`src/rtl/cpu_run_ctrl.sv`:
```
// Debug-unit run/step sequencer: turns board switches into a one-cycle CPU clock-enable,
// with a hardware PC breakpoint and a retired-cycle counter.

module cpu_run_ctrl_db #(
    parameter logic [15:0] DB_CYCLES = 16'd50000
) (
    input  logic clk,
    input  logic rst,
    input  logic raw_i,
    output logic level_o
);
    logic        s1_q, s2_q, db_q, db_d;
    logic [15:0] cnt_q, cnt_d;

    always_ff @(posedge clk) begin
        if (rst) begin
            s1_q  <= 1'b0;
            s2_q  <= 1'b0;
            db_q  <= 1'b0;
            cnt_q <= '0;
        end else begin
            s1_q  <= raw_i;
            s2_q  <= s1_q;
            db_q  <= db_d;
            cnt_q <= cnt_d;
        end
    end

    // The edge on which cnt_q reaches DB_CYCLES-1 is the DB_CYCLES-th differing cycle.
    always_comb begin
        db_d  = db_q;
        cnt_d = '0;
        if (s2_q != db_q) begin
            if (cnt_q >= DB_CYCLES - 16'd1) begin
                db_d = s2_q;
            end else begin
                cnt_d = cnt_q + 16'd1;
            end
        end
    end

    assign level_o = db_q;
endmodule

module cpu_run_ctrl #(
    parameter logic [15:0] DB_CYCLES = 16'd50000,
    parameter int          CNT_W     = 32
) (
    input  logic             clk,
    input  logic             rst,
    input  logic             run,
    input  logic             step,
    input  logic [31:0]      pc,
    input  logic [31:0]      bp_addr,
    input  logic             bp_en,
    output logic             cpu_en,
    output logic             running,
    output logic             bp_hit,
    output logic [CNT_W-1:0] cycle_cnt
);
    // state   | meaning
    // ST_HALT | CPU frozen; single steps allowed
    // ST_RUN  | CPU enabled every cycle until run drops or breakpoint
    typedef enum logic {ST_HALT, ST_RUN} state_t;

    state_t           state_q, state_d;
    logic             run_db, step_db, step_db_q, step_pulse, bp_trig;
    logic             step_q, step_d, first_q, first_d;
    logic             bp_hit_q, bp_hit_d, bp_lock_q, bp_lock_d;
    logic [CNT_W-1:0] cnt_q, cnt_d;

    cpu_run_ctrl_db #(.DB_CYCLES(DB_CYCLES)) u_db_run (
        .clk(clk), .rst(rst), .raw_i(run), .level_o(run_db)
    );
    cpu_run_ctrl_db #(.DB_CYCLES(DB_CYCLES)) u_db_step (
        .clk(clk), .rst(rst), .raw_i(step), .level_o(step_db)
    );

    assign step_pulse = step_db & ~step_db_q;
    assign bp_trig    = (state_q == ST_RUN) && bp_en && !first_q && (pc == bp_addr);

    always_ff @(posedge clk) begin
        if (rst) begin
            state_q   <= ST_HALT;
            step_db_q <= 1'b0;
            step_q    <= 1'b0;
            first_q   <= 1'b0;
            bp_hit_q  <= 1'b0;
            bp_lock_q <= 1'b0;
            cnt_q     <= '0;
        end else begin
            state_q   <= state_d;
            step_db_q <= step_db;
            step_q    <= step_d;
            first_q   <= first_d;
            bp_hit_q  <= bp_hit_d;
            bp_lock_q <= bp_lock_d;
            cnt_q     <= cnt_d;
        end
    end

    always_comb begin
        state_d   = state_q;
        step_d    = 1'b0;
        first_d   = first_q;
        bp_hit_d  = bp_hit_q;
        bp_lock_d = bp_lock_q;
        cpu_en    = 1'b0;
        running   = 1'b0;
        if (step_pulse) begin
            bp_hit_d  = 1'b0;
            bp_lock_d = 1'b0;
        end
        if (!run_db) begin
            bp_lock_d = 1'b0;
        end
        case (state_q)
            ST_HALT: begin
                cpu_en = step_q;
                // A step that coincides with the run condition delays entry to RUN by one cycle.
                if (step_pulse) begin
                    step_d = 1'b1;
                end else if (run_db && !bp_lock_q) begin
                    state_d = ST_RUN;
                    first_d = 1'b1;
                end
            end
            ST_RUN: begin
                running = 1'b1;
                first_d = 1'b0;
                if (bp_trig) begin
                    state_d   = ST_HALT;
                    bp_hit_d  = 1'b1;
                    bp_lock_d = 1'b1;
                end else begin
                    cpu_en = 1'b1;
                    if (!run_db) begin
                        state_d = ST_HALT;
                    end
                end
            end
            default: state_d = ST_HALT;
        endcase
        if (rst) begin
            cpu_en = 1'b0;
        end
        cnt_d = cpu_en ? cnt_q + CNT_W'(1) : cnt_q;
    end

    assign bp_hit    = bp_hit_q;
    assign cycle_cnt = cnt_q;
endmodule
```
`config.mk`:
```
export PLATFORM = sky130hd
export DESIGN_NAME = cpu_run_ctrl
export DESIGN_NICKNAME = d
export VERILOG_FILES = /design/src/rtl/cpu_run_ctrl.sv
export SDC_FILE = /design/constraint.sdc
export NUM_CORES = 1
export LEC_CHECK = 0
export CORE_ASPECT_RATIO = 1.4
export CORE_MARGIN = 2
export CORE_UTILIZATION = 40
export DETAILED_ROUTE_END_ITERATION = 7
export PLACE_DENSITY = 0.8
export RECOVER_POWER = 100
export SLEW_MARGIN = 20
export SYNTH_ARGS = -nofsm -noshare
export SYNTH_HDL_FRONTEND = slang
export SYNTH_SLANG_ARGS = --single-unit
```
`constraint.sdc`:
```
create_clock -name clk -period 2.35 [get_ports clk]
set_clock_uncertainty 0.15 [all_clocks]
set_input_delay 0.235 -clock clk [delete_from_list [all_inputs] [get_ports clk]]
set_output_delay 0.235 -clock clk [all_outputs]
set_load 0.01 [all_outputs]
```
==> impl_metrics.yaml <==
placed_design:
  place_inst: 654
  dpl_worst_slack_ns: -0.2752
  routabilityCongestion: 0.8612
  port_buffers: 103
  dp_hpwl_um: 7004
clock_tree:
  insertion_delay_ns: 0.33
  clock-root-buffer: "clkbuf_16"
  cts_buffers: 9
  cts_tree: "built"
  htreeDepth: 3
  cts_sinks: 76
  path_clk_slew_ns: 0.06
  cts_hold_buffers: 0
  clk_path_buf_depth: 2
sta:
  fin_tns_setup_ns: 0
  max_slew_margin_pct: 67.01
  tightest_slew_ns: 0.4936
  finalSetupViolations: 0
  max_freq_mhz: 451.9
  setup_slack_ns: 0.1373
  hold_ws_ns: 0.2874
  min_period_over_period_pct: 94.16
  final_max_slew_viol_count: 0
  final.min_clock_period_ns: 2.213
  rsz0062_at_grt: "false"
  hold_viol: 0
die:
  io_pins: 104
  row_count: 42
  die_x_um: 86.54
  die_y_um: 119.6
  start_util_pct: 40.78
  coreArea_sq_um: 9354
  dieArea_sq_um: 10350
finish:
  n_antenna_cell: 0
  n_fill_cell: 851
  final_util_pct: 57.68
  multi_input_comb_area_sq_um: 2181
  most-common-layout-cells: "dfxtp_1 (73), clkdlybuf4s50_1 (67), xnor2_1 (45)"
  nets: 629
  regArea_sq_um: 1525
  layout-drive-gt1-share_pct: 9.253
  layout_commonest_cell: "dfxtp_1"
  layoutNonFillerInstCount: 672
  area_growth_pct: 41.42
drt:
  vias: 3674
  wl_per_cell_um: 14.05
  ant_nets: 0
  drtPass1Iterations: 4
  drc: 0
  drt-initial-drc-count: 128
  wl_um: 9443
  vias_per_cell: 5.467
global_routing:
  grt_overflow: 0
  grt_pass1_vias: 3625
  grt_pass1_wl_um: 16120
  antenna_found_initial: 0
  grt_max_degree: 56
  grt_use_total_pct: 19.09
job:
  drv_cap: 0
yosys:
  synth_enable_flop_cells: 0
  synth_nets: 515
  synthArstFlopShare_pct: 0
  synthFlopType: "dfxtp_1"
  avgSynthCellArea_sq_um: 8.612
  synth_seq_area_share_pct: 39.88
  netlist_instances: 443
  synth_area_sq_um: 3815
  synth_cell_types: 38
  synth_seq_cells: 76
  yosys_warnings: 0
power_and_ir_drop:
  power_density_nw_per_um2: 557.4
  power.leakage_uw: 0.001929
  ir_drop_mv: 0.4276
outcome:
  outcome: "complete, no violations"
min_path:
  hold_class: "reg -> reg"
critical_path:
  path_class: "in -> out"
  arrival_ns: 1.83
  cp-start-kind: "input pin"
  crit_fanout: 2
  cp_data_required_time_ns: 1.97
  crit_path_end_kind: "output pin"
[worst max-delay path, cell delays in order]
cell             delay, ns
clkdlybuf4s50_1       0.48
xnor2_1               0.12
nand4_1               0.13
nor4_2                0.33
buf_4                 0.16
nand3_1               0.08
nand2_1               0.10
inv_1                 0.06
clkbuf_2              0.13
[where the power goes]
part           internal [uW]  switching (uW)  total [uW]  leakage (uW)
Sequential              1290            1.98        1290      0.000614
Clock                    963             546        1510      0.000152
Combinational            141            63.3         204       0.00116
[registers in the layout, summed over array words and instances (netlist names)]
register	count
cycle_cnt	32
u_db_run.cnt_q	16
u_db_step.cnt_q	16
bp_hit	1
bp_lock_q	1
first_q	1
state_q	1
step_db_q	1
step_q	1
u_db_run.level_o	1
u_db_run.s1_q	1
u_db_run.s2_q	1
u_db_step.level_o	1
u_db_step.s1_q	1
u_db_step.s2_q	1
[through the flow]
stage          power, uW  cell area (sq um)
3_5_place_dp        1529               5055
6_report            3007               5395
2_1_floorplan       1393               3815
4_1_cts             3035               5388
5_1_grt             3084               5395
3_3_place_gp        1523               5055
[kinds of logic (layout without fill, tap and decap cells)]
kind of cell / Yosys count / count (layout) / share of synthesized area, %
compound gates: 75 / 75 / 12.27
xor+xnor: 60 / 60 / 13.78
fa+ha+maj: 3 / 3 / 0.9840
buf+inv: 32 / 151 / 3.280
flops: 76 / 76 / 39.88
mux: 2 / 2 / 0.5248
simple gates: 195 / 195 / 29.29
[layer usage]
layer / part of all wire [%] / vias up / global-route usage (%)
li1: - / 1840 / -
met1: 40 / 1731 / 21.88
met2: 54 / 89 / 34.09
met3: 4.1 / 14 / 3.920
met4: 1.8 / 0 / 7.422
met5: 0 / - / 0
[repair_timing]
action,CTS,global route
buffers inserted,0,2
setup endpoints to repair,1,10
pin swaps,2,3
resized for setup,3,6
[Yosys cell counts, drive strengths merged, types with 3 or more instances]
master	instances	area [sq um]
buf	6	27.53
nand3	32	165.2
nor4	7	43.79
or4	25	187.7
nand4	19	148.9
o21ai	9	45.04
inv	12	45.04
nand2b	3	18.77
or3	6	40.03
nor3	6	30.03
and3	16	100.1
xor2	15	131.4
nor2	44	172.7
clkbuf	14	52.55
a21oi	32	160.2
xnor2	45	394.1
dfxtp	76	1521
ha	3	37.54
o31ai	26	195.2
and4	5	45.04
nand2	20	75.07
nor2b	8	50.05
[cell type report]
type                       instances  area share, %
multi-input combinational        335          40.42
sequential                        76          28.27
timing repair buffer             123          21.87
clock buffer                      11          4.499
tap                              110          2.551
clock inverter                     5          1.554
inverter                          12         0.8349
[final timing paths]
kind / start / endpoint / slack [ns] / cells after the start
worst min register to register: u_db_step.s1_q / u_db_step.s2_q / 0.29 / 1
worst min-delay path: u_db_step.s1_q / u_db_step.s2_q / 0.29 / 1
worst max-delay path: pc[5] / cpu_en / 0.14 / 9
worst max register to register: cycle_cnt[3] / cycle_cnt[29] / 0.16 / 6
No activity file was read; power rests on OpenSTA's default activity.
